--- config.mk ---
export PLATFORM = sky130hd
export DESIGN_NAME = fadd_result_sink_flat
export DESIGN_NICKNAME = d
export VERILOG_FILES = /design/src/rtl/fadd_result_sink_if.sv /design/src/rtl/fadd_result_sink.sv /design/src/flat_wrapper.sv
export SDC_FILE = /design/constraint.sdc
export NUM_CORES = 1
export LEC_CHECK = 0
export ABC_CLOCK_PERIOD_IN_PS = 2900
export CAP_MARGIN = 10
export CORE_ASPECT_RATIO = 1.75
export CORE_MARGIN = 1.5
export CORE_UTILIZATION = 50
export CTS_CLUSTER_SIZE = 12
export DETAILED_ROUTE_END_ITERATION = 8
export PLACE_DENSITY_LB_ADDON = 0.05
export SYNTH_ARGS = -nofsm -noshare
export SYNTH_HDL_FRONTEND = slang
export SYNTH_SLANG_ARGS = --single-unit
export TNS_END_PERCENT = 10
--- constraint.sdc ---
create_clock -name clk -period 2.9 [get_ports clk]
set_clock_uncertainty 0.05 [all_clocks]
set_input_delay 0.58 -clock clk [delete_from_list [all_inputs] [get_ports clk]]
set_output_delay 0.58 -clock clk [all_outputs]
set_load 0.01 [all_outputs]
--- src/rtl/fadd_result_sink_if.sv ---
// Control/result bundle between the fadd issuer, the fadd unit and writeback.
// The sink uses the slave view; the environment (issuer + fadd + writeback) uses the master view.
interface fadd_result_sink_if #(
   parameter int TAG_W = 5
) ();
   logic             issue_valid;
   logic [TAG_W-1:0] issue_tag;
   logic             issue_ready;
   logic             fadd_enable_in;
   logic             fadd_enable_out;
   logic [31:0]      fadd_y;
   logic             fadd_ovf;
   logic             wb_valid;
   logic             wb_ready;
   logic [TAG_W-1:0] wb_tag;
   logic [31:0]      wb_data;
   logic             wb_ovf;

   modport slave (
      input  issue_valid, issue_tag, fadd_enable_out, fadd_y, fadd_ovf, wb_ready,
      output issue_ready, fadd_enable_in, wb_valid, wb_tag, wb_data, wb_ovf
   );

   modport master (
      output issue_valid, issue_tag, fadd_enable_out, fadd_y, fadd_ovf, wb_ready,
      input  issue_ready, fadd_enable_in, wb_valid, wb_tag, wb_data, wb_ovf
   );
endinterface

--- src/rtl/fadd_result_sink.sv ---
// Consumer end of the pipelined fadd: issue credits, tag shadow pipeline, FWFT result FIFO.
// Optional macro FADD_SINK_OVF_TRAP_EN enables the sticky overflow trap that blocks new issue.
module fadd_result_sink #(
   parameter int NSTAGE = 2,
   parameter int TAG_W  = 5,
   parameter int DEPTH  = 4
) (
   input  logic                   clk,
   input  logic                   rst,
   fadd_result_sink_if.slave      bus,
   output logic [$clog2(DEPTH):0] occupancy,
   output logic                   err_seq,
   output logic                   ovf_trap
);
   localparam int PTR_W = $clog2(DEPTH);
   localparam int OCC_W = PTR_W + 1;
   localparam int ENT_W = TAG_W + 33;
   localparam logic [OCC_W-1:0] DEPTH_C = OCC_W'(DEPTH);

   logic              fire;
   logic              push;
   logic              drop;
   logic              stray;
   logic              pop;
   logic              avail;
   logic              head_v;
   logic [TAG_W-1:0]  head_tag;

   logic [NSTAGE-1:0] sv_q;
   logic [TAG_W-1:0]  stag_q [NSTAGE];

   logic [ENT_W-1:0]  mem [DEPTH];
   logic [PTR_W-1:0]  wr_q, wr_d;
   logic [PTR_W-1:0]  rd_q, rd_d;
   logic [OCC_W-1:0]  cnt_q, cnt_d;
   logic [OCC_W-1:0]  occ_q, occ_d;
   logic              err_q, err_d;
   logic              trap_q;

   logic              wb_valid_q;
   logic [TAG_W-1:0]  wb_tag_q;
   logic [31:0]       wb_data_q;
   logic              wb_ovf_q;

   // Occupancy counts in-flight ops too, so a granted credit always has a FIFO slot waiting.
   assign bus.issue_ready    = (occ_q < DEPTH_C) & ~rst & ~trap_q;
   assign fire               = bus.issue_valid & bus.issue_ready;
   assign bus.fadd_enable_in = fire;

   genvar gi;
   generate
      for (gi = 0; gi < NSTAGE; gi++) begin : g_stage
         if (gi == 0) begin : g_first
            always_ff @(posedge clk) begin
               if (rst) begin
                  sv_q[0]   <= 1'b0;
                  stag_q[0] <= '0;
               end else begin
                  sv_q[0]   <= fire;
                  stag_q[0] <= bus.issue_tag;
               end
            end
         end else begin : g_rest
            always_ff @(posedge clk) begin
               if (rst) begin
                  sv_q[gi]   <= 1'b0;
                  stag_q[gi] <= '0;
               end else begin
                  sv_q[gi]   <= sv_q[gi-1];
                  stag_q[gi] <= stag_q[gi-1];
               end
            end
         end
      end
   endgenerate

   assign head_v   = sv_q[NSTAGE-1];
   assign head_tag = stag_q[NSTAGE-1];
   assign push     = head_v & bus.fadd_enable_out;
   assign drop     = head_v & ~bus.fadd_enable_out;
   assign stray    = ~head_v & bus.fadd_enable_out;
   assign pop      = wb_valid_q & bus.wb_ready;

   // Only entries written before this edge are readable; a same-edge push shows up one cycle later.
   assign avail = (cnt_q != OCC_W'(pop));

   always_comb begin
      wr_d  = wr_q;
      rd_d  = rd_q;
      cnt_d = cnt_q + OCC_W'(push) - OCC_W'(pop);
      occ_d = occ_q + OCC_W'(fire) - OCC_W'(pop) - OCC_W'(drop);
      err_d = err_q;
      if (push) begin
         wr_d = wr_q + PTR_W'(1);
      end
      if (pop) begin
         rd_d = rd_q + PTR_W'(1);
      end
      if (drop | stray) begin
         err_d = 1'b1;
      end
   end

   always_ff @(posedge clk) begin
      if (rst) begin
         wr_q  <= '0;
         rd_q  <= '0;
         cnt_q <= '0;
         occ_q <= '0;
         err_q <= 1'b0;
      end else begin
         wr_q  <= wr_d;
         rd_q  <= rd_d;
         cnt_q <= cnt_d;
         occ_q <= occ_d;
         err_q <= err_d;
      end
   end

   always_ff @(posedge clk) begin
      if (push) begin
         mem[wr_q] <= {head_tag, bus.fadd_y, bus.fadd_ovf};
      end
   end

   // Registered read at the next head address gives first-word-fall-through with flopped outputs.
   always_ff @(posedge clk) begin
      if (rst) begin
         wb_valid_q <= 1'b0;
         wb_tag_q   <= '0;
         wb_data_q  <= '0;
         wb_ovf_q   <= 1'b0;
      end else begin
         wb_valid_q <= avail;
         if (avail) begin
            {wb_tag_q, wb_data_q, wb_ovf_q} <= mem[rd_d];
         end
      end
   end

`ifdef FADD_SINK_OVF_TRAP_EN
   always_ff @(posedge clk) begin
      if (rst) begin
         trap_q <= 1'b0;
      end else if (push & bus.fadd_ovf) begin
         trap_q <= 1'b1;
      end
   end
`else
   assign trap_q = 1'b0;
`endif

   assign bus.wb_valid = wb_valid_q;
   assign bus.wb_tag   = wb_tag_q;
   assign bus.wb_data  = wb_data_q;
   assign bus.wb_ovf   = wb_ovf_q;
   assign occupancy    = occ_q;
   assign err_seq      = err_q;
   assign ovf_trap     = trap_q;

endmodule

--- src/flat_wrapper.sv ---
// flat-port wrapper written by rule: the top's interface ports become plain ports
module fadd_result_sink_flat 
#(
   parameter int NSTAGE = 2,
   parameter int TAG_W  = 5,
   parameter int DEPTH  = 4
)
  (clk, rst, occupancy, err_seq, ovf_trap, bus_issue_valid, bus_issue_tag, bus_fadd_enable_out, bus_fadd_y, bus_fadd_ovf, bus_wb_ready, bus_issue_ready, bus_fadd_enable_in, bus_wb_valid, bus_wb_tag, bus_wb_data, bus_wb_ovf);
  fadd_result_sink_if #(.TAG_W(TAG_W)) bus_i ();
  input  logic clk;
  input  logic rst;
  output logic [$clog2(DEPTH):0] occupancy;
  output logic err_seq;
  output logic ovf_trap;
  input wire logic [$bits(bus_i.issue_valid)-1:0] bus_issue_valid;
  input wire logic [$bits(bus_i.issue_tag)-1:0] bus_issue_tag;
  input wire logic [$bits(bus_i.fadd_enable_out)-1:0] bus_fadd_enable_out;
  input wire logic [$bits(bus_i.fadd_y)-1:0] bus_fadd_y;
  input wire logic [$bits(bus_i.fadd_ovf)-1:0] bus_fadd_ovf;
  input wire logic [$bits(bus_i.wb_ready)-1:0] bus_wb_ready;
  output wire logic [$bits(bus_i.issue_ready)-1:0] bus_issue_ready;
  output wire logic [$bits(bus_i.fadd_enable_in)-1:0] bus_fadd_enable_in;
  output wire logic [$bits(bus_i.wb_valid)-1:0] bus_wb_valid;
  output wire logic [$bits(bus_i.wb_tag)-1:0] bus_wb_tag;
  output wire logic [$bits(bus_i.wb_data)-1:0] bus_wb_data;
  output wire logic [$bits(bus_i.wb_ovf)-1:0] bus_wb_ovf;
  assign bus_i.issue_valid = bus_issue_valid;
  assign bus_i.issue_tag = bus_issue_tag;
  assign bus_i.fadd_enable_out = bus_fadd_enable_out;
  assign bus_i.fadd_y = bus_fadd_y;
  assign bus_i.fadd_ovf = bus_fadd_ovf;
  assign bus_i.wb_ready = bus_wb_ready;
  assign bus_issue_ready = bus_i.issue_ready;
  assign bus_fadd_enable_in = bus_i.fadd_enable_in;
  assign bus_wb_valid = bus_i.wb_valid;
  assign bus_wb_tag = bus_i.wb_tag;
  assign bus_wb_data = bus_i.wb_data;
  assign bus_wb_ovf = bus_i.wb_ovf;
  fadd_result_sink #(.NSTAGE(NSTAGE), .TAG_W(TAG_W), .DEPTH(DEPTH)) u_core (.clk(clk), .rst(rst), .bus(bus_i), .occupancy(occupancy), .err_seq(err_seq), .ovf_trap(ovf_trap));
endmodule
==> flow_summary.json, run 1 <==
{
  "status": "complete, no violations",
  "io_buffers": 87,
  "die_h_um": 167,
  "setup.worst_path.start_class": "input port",
  "numCtsBuffers": 21,
  "rsz0062_at_grt": "no",
  "clk_pin_slew_ps": 60,
  "finalCritPeriodShare": 0.855,
  "htreeDepth": 1,
  "comb_power_share": 0.233,
  "fmax_mhz": 403,
  "pwr_density_cell_nw_per_um2": 849,
  "yosysUniqueCellTypes": 29,
  "drt_iter0_markers": 185,
  "insertedDiodeCount": 0,
  "maxSlewViolCount": 0,
  "boundaryPins": 89,
  "p_sw_mw": 1.97,
  "place_congestion": 0.693,
  "critPathKind": "in2out",
  "r2r-end": "u_core.bus.wb_ovf$_SDFFE_PP0P_",
  "hold_end": "u_core.stag_q[1][1]$_SDFF_PP0_",
  "synth_nets": 436,
  "worstPathRequired_ps": 2270,
  "hold_viol_final": 0,
  "regArea_um2": 5810,
  "post_route_cells_drive_above_1_share": 0.166,
  "worst-r2r-cell-count": 4,
  "cts_sinks": 214,
  "cts_tree": "done",
  "post_cts_resized": 0,
  "seq_area_frac_synth": 0.756,
  "grtUsageTotal": 0.172,
  "crit_fanout": 3,
  "ff2ff_setup_slack_ps": 910,
  "via_per_inst": 5.42,
  "cp-end-kind": "output pin",
  "grt_max_degree": 40,
  "fin_crit_ps": 2480,
  "cellLeakagePower_nw": 3.24,
  "fillCellCount": 1112,
  "start_util": 0.515,
  "drv_cap": 0,
  "via_count": 3698,
  "min_from": "u_core.stag_q[0][1]$_SDFF_PP0_",
  "rr_startpoint": "u_core.bus.wb_valid$_SDFF_PP0_",
  "setup_ws_ps": 421,
  "first_pass_iters": 4,
  "grt_pass1_wl_um": 21600,
  "synthCells": 381,
  "ys_ff_latch": 214,
  "seqPwrFrac": 0.472,
  "power.internal_mw": 6.02,
  "fin_tns_setup_ps": 0,
  "grt_overflow": 0,
  "pre_cts_ws_ps": 166,
  "multi_input_area_um2": 1740,
  "ant_nets": 0,
  "relSlewSlack": 0.332,
  "wl_per_cell_um": 19.4,
  "dp_hpwl_um": 7770,
  "clkPwrFrac": 0.294,
  "placementRows": 59,
  "dieArea_um2": 16100,
  "cts-root-buf": "clkbuf_16",
  "yosysWarnings": 0,
  "clkLatencyLatePin_ps": 480,
  "ir_drop_uv": 460,
  "holdCritPathClass": "reg2reg",
  "syn_area_um2": 7680,
  "fin_nets": 541,
  "route.detailed.drc": 0,
  "core_area_um2": 14900,
  "avgSynthCellArea_um2": 20.2,
  "routed_wl_um": 13200,
  "holdPathStages": 1,
  "ctsHoldBuffers": 0,
  "die_width_um": 96.7,
  "cts_setup_buffers": 0,
  "grt_pass1_vias": 4016,
  "clockBufferDepth": 3,
  "setup_viol": 0,
  "tightest_slew_ps": 1000,
  "crit_arrival_ps": 1850,
  "switching_share": 0.247,
  "area_delta_synth_final_pct": 22.6,
  "antenna_found_initial": 0
}
## power groups by stage
stage | clock, mW | combinational [mW] | sequential, mW
2_1_floorplan | 0 | 0.975 | 3.92
3_3_place_gp | 0 | 1.88 | 3.83
3_5_place_dp | 0 | 1.91 | 3.84
4_1_cts | 2.43 | 1.91 | 3.78
5_1_grt | 2.56 | 2.02 | 3.81
6_report | 2.35 | 1.86 | 3.77
## registers in the layout, summed over array words and instances (netlist names), 2 cells and up
name,count
u_core.bus.wb_data,32
u_core.bus.wb_tag,5
u_core.cnt_q,3
u_core.mem,152
u_core.occupancy,3
u_core.rd_q,2
u_core.stag_q,10
u_core.wr_q,2
## how the worst max path moves through the flow
stage | start | endpoint | cells after the start
finish | rst | bus_fadd_enable_in | 4
floorplan | bus_fadd_enable_out | u_core.mem[0][0]$_DFFE_PP_ | 3
detailed placement | bus_fadd_enable_out | u_core.occupancy[2]$_SDFF_PP0_ | 12
global route | rst | bus_fadd_enable_in | 4
global placement | bus_fadd_enable_out | u_core.occupancy[2]$_SDFF_PP0_ | 12
CTS | rst | bus_fadd_enable_in | 4
## cell families (layout without fill, tap and decap cells)
| kind of cell | count (synthesis) | in the layout | synth area share |
|---|---|---|---|
| flops | 214 | 214 | 0.756 |
| compound gates | 41 | 41 | 0.0458 |
| mux | 41 | 41 | 0.119 |
| simple gates | 34 | 34 | 0.0256 |
| buf+inv | 29 | 147 | 0.0215 |
| fa+ha+maj | 12 | 12 | 0.0205 |
| xor+xnor | 9 | 9 | 0.0112 |
| other cells | 1 | 1 | 0.000488 |
## worst max-delay path, stage by stage
cell and delay (ps):
clkdlybuf4s50_1 420, nor2_1 150, and2_1 170, clkdlybuf4s50_1 540
## cells in the mapped netlist
| library cell | count | area (um^2) |
|---|---|---|
| edfxtp_1 | 152 | 4560 |
| dfxtp_1 | 62 | 1240 |
| a22o_1 | 38 | 333 |
| mux4_2 | 36 | 811 |
| nor2b_1 | 15 | 93.8 |
| ha_1 | 11 | 138 |
| inv_1 | 9 | 33.8 |
| clkbuf_1 | 8 | 30.0 |
| and2_1 | 7 | 43.8 |
| buf_2 | 7 | 35.0 |
| xnor2_1 | 7 | 61.3 |
| nor2_1 | 6 | 22.5 |
| mux4_1 | 3 | 78.8 |
| a21oi_1 | 2 | 10.0 |
| buf_12 | 2 | 40.0 |
| buf_4 | 2 | 15.0 |
| nand2_1 | 2 | 7.51 |
| buf_6 | 1 | 11.3 |
| conb_1 | 1 | 3.75 |
| fa_1 | 1 | 20.0 |
| mux2_2 | 1 | 11.3 |
| mux2i_1 | 1 | 10.0 |
| nand2_4 | 1 | 11.3 |
| nand3_1 | 1 | 5.00 |
| nor4_1 | 1 | 6.26 |
| o31a_1 | 1 | 8.76 |
| or2_2 | 1 | 6.26 |
| xor2_1 | 1 | 8.76 |
| xor2_2 | 1 | 16.3 |
## routing by layer
layer  vias to the layer above  global-route usage  share of wire
met5                         -                   0              0
met4                         0              0.0567          0.019
met3                        16              0.0323          0.048
met2                       100               0.306           0.54
met1                      1873               0.211           0.39
li1                       1709                   -              -
## placed cells by master, fill, tap and decap left out
master	netlist	final
xor2_4	0	1
nor2_1	6	6
and2_2	0	4
and2_1	7	3
buf_4	2	12
nand2_1	2	2
nor2b_1	15	15
xnor2_2	0	1
mux4_1	3	3
clkdlybuf4s50_1	0	87
nand3_1	1	1
nor4_2	0	1
ha_1	11	11
edfxtp_1	152	152
o31a_2	0	1
inv_1	9	9
dfxtp_1	62	62
a21oi_1	2	2
fa_1	1	1
xnor2_1	7	6
a22o_1	38	38
clkbuf_1	8	15
mux2i_1	1	1
mux2_2	1	1
mux4_2	36	36
clkbuf_16	0	21
or2_2	1	1
xor2_1	1	1
nand2_4	1	1
buf_12	2	3
conb_1	1	1
## per-stage QoR
step                power [mW]  cells  cell area [um^2]   util  hold WS (ps)
floorplan                 4.89    381              7680      -           364
global placement          5.72    646              8830  0.592           367
detailed placement        5.74    646              8830  0.592           377
CTS                       8.12    682              9410  0.631           391
global route              8.39    682              9410  0.631           410
finish                    7.98    682              9410  0.631           387
## layout make-up
type                       instances  share of cell area
multi-input combinational        138               0.185
tap                              183              0.0243
sequential                       214               0.617
clock buffer                      36              0.0618
timing repair buffer             102               0.109
inverter                           9             0.00359
No activity file was read; power rests on OpenSTA's default activity.
==> run 2, diff against run 1 <==
Settings changed: SLEW_MARGIN from default to 20.
==> results of run 2 <==
Final layout, timing and power as in run 1 (identical DEF).
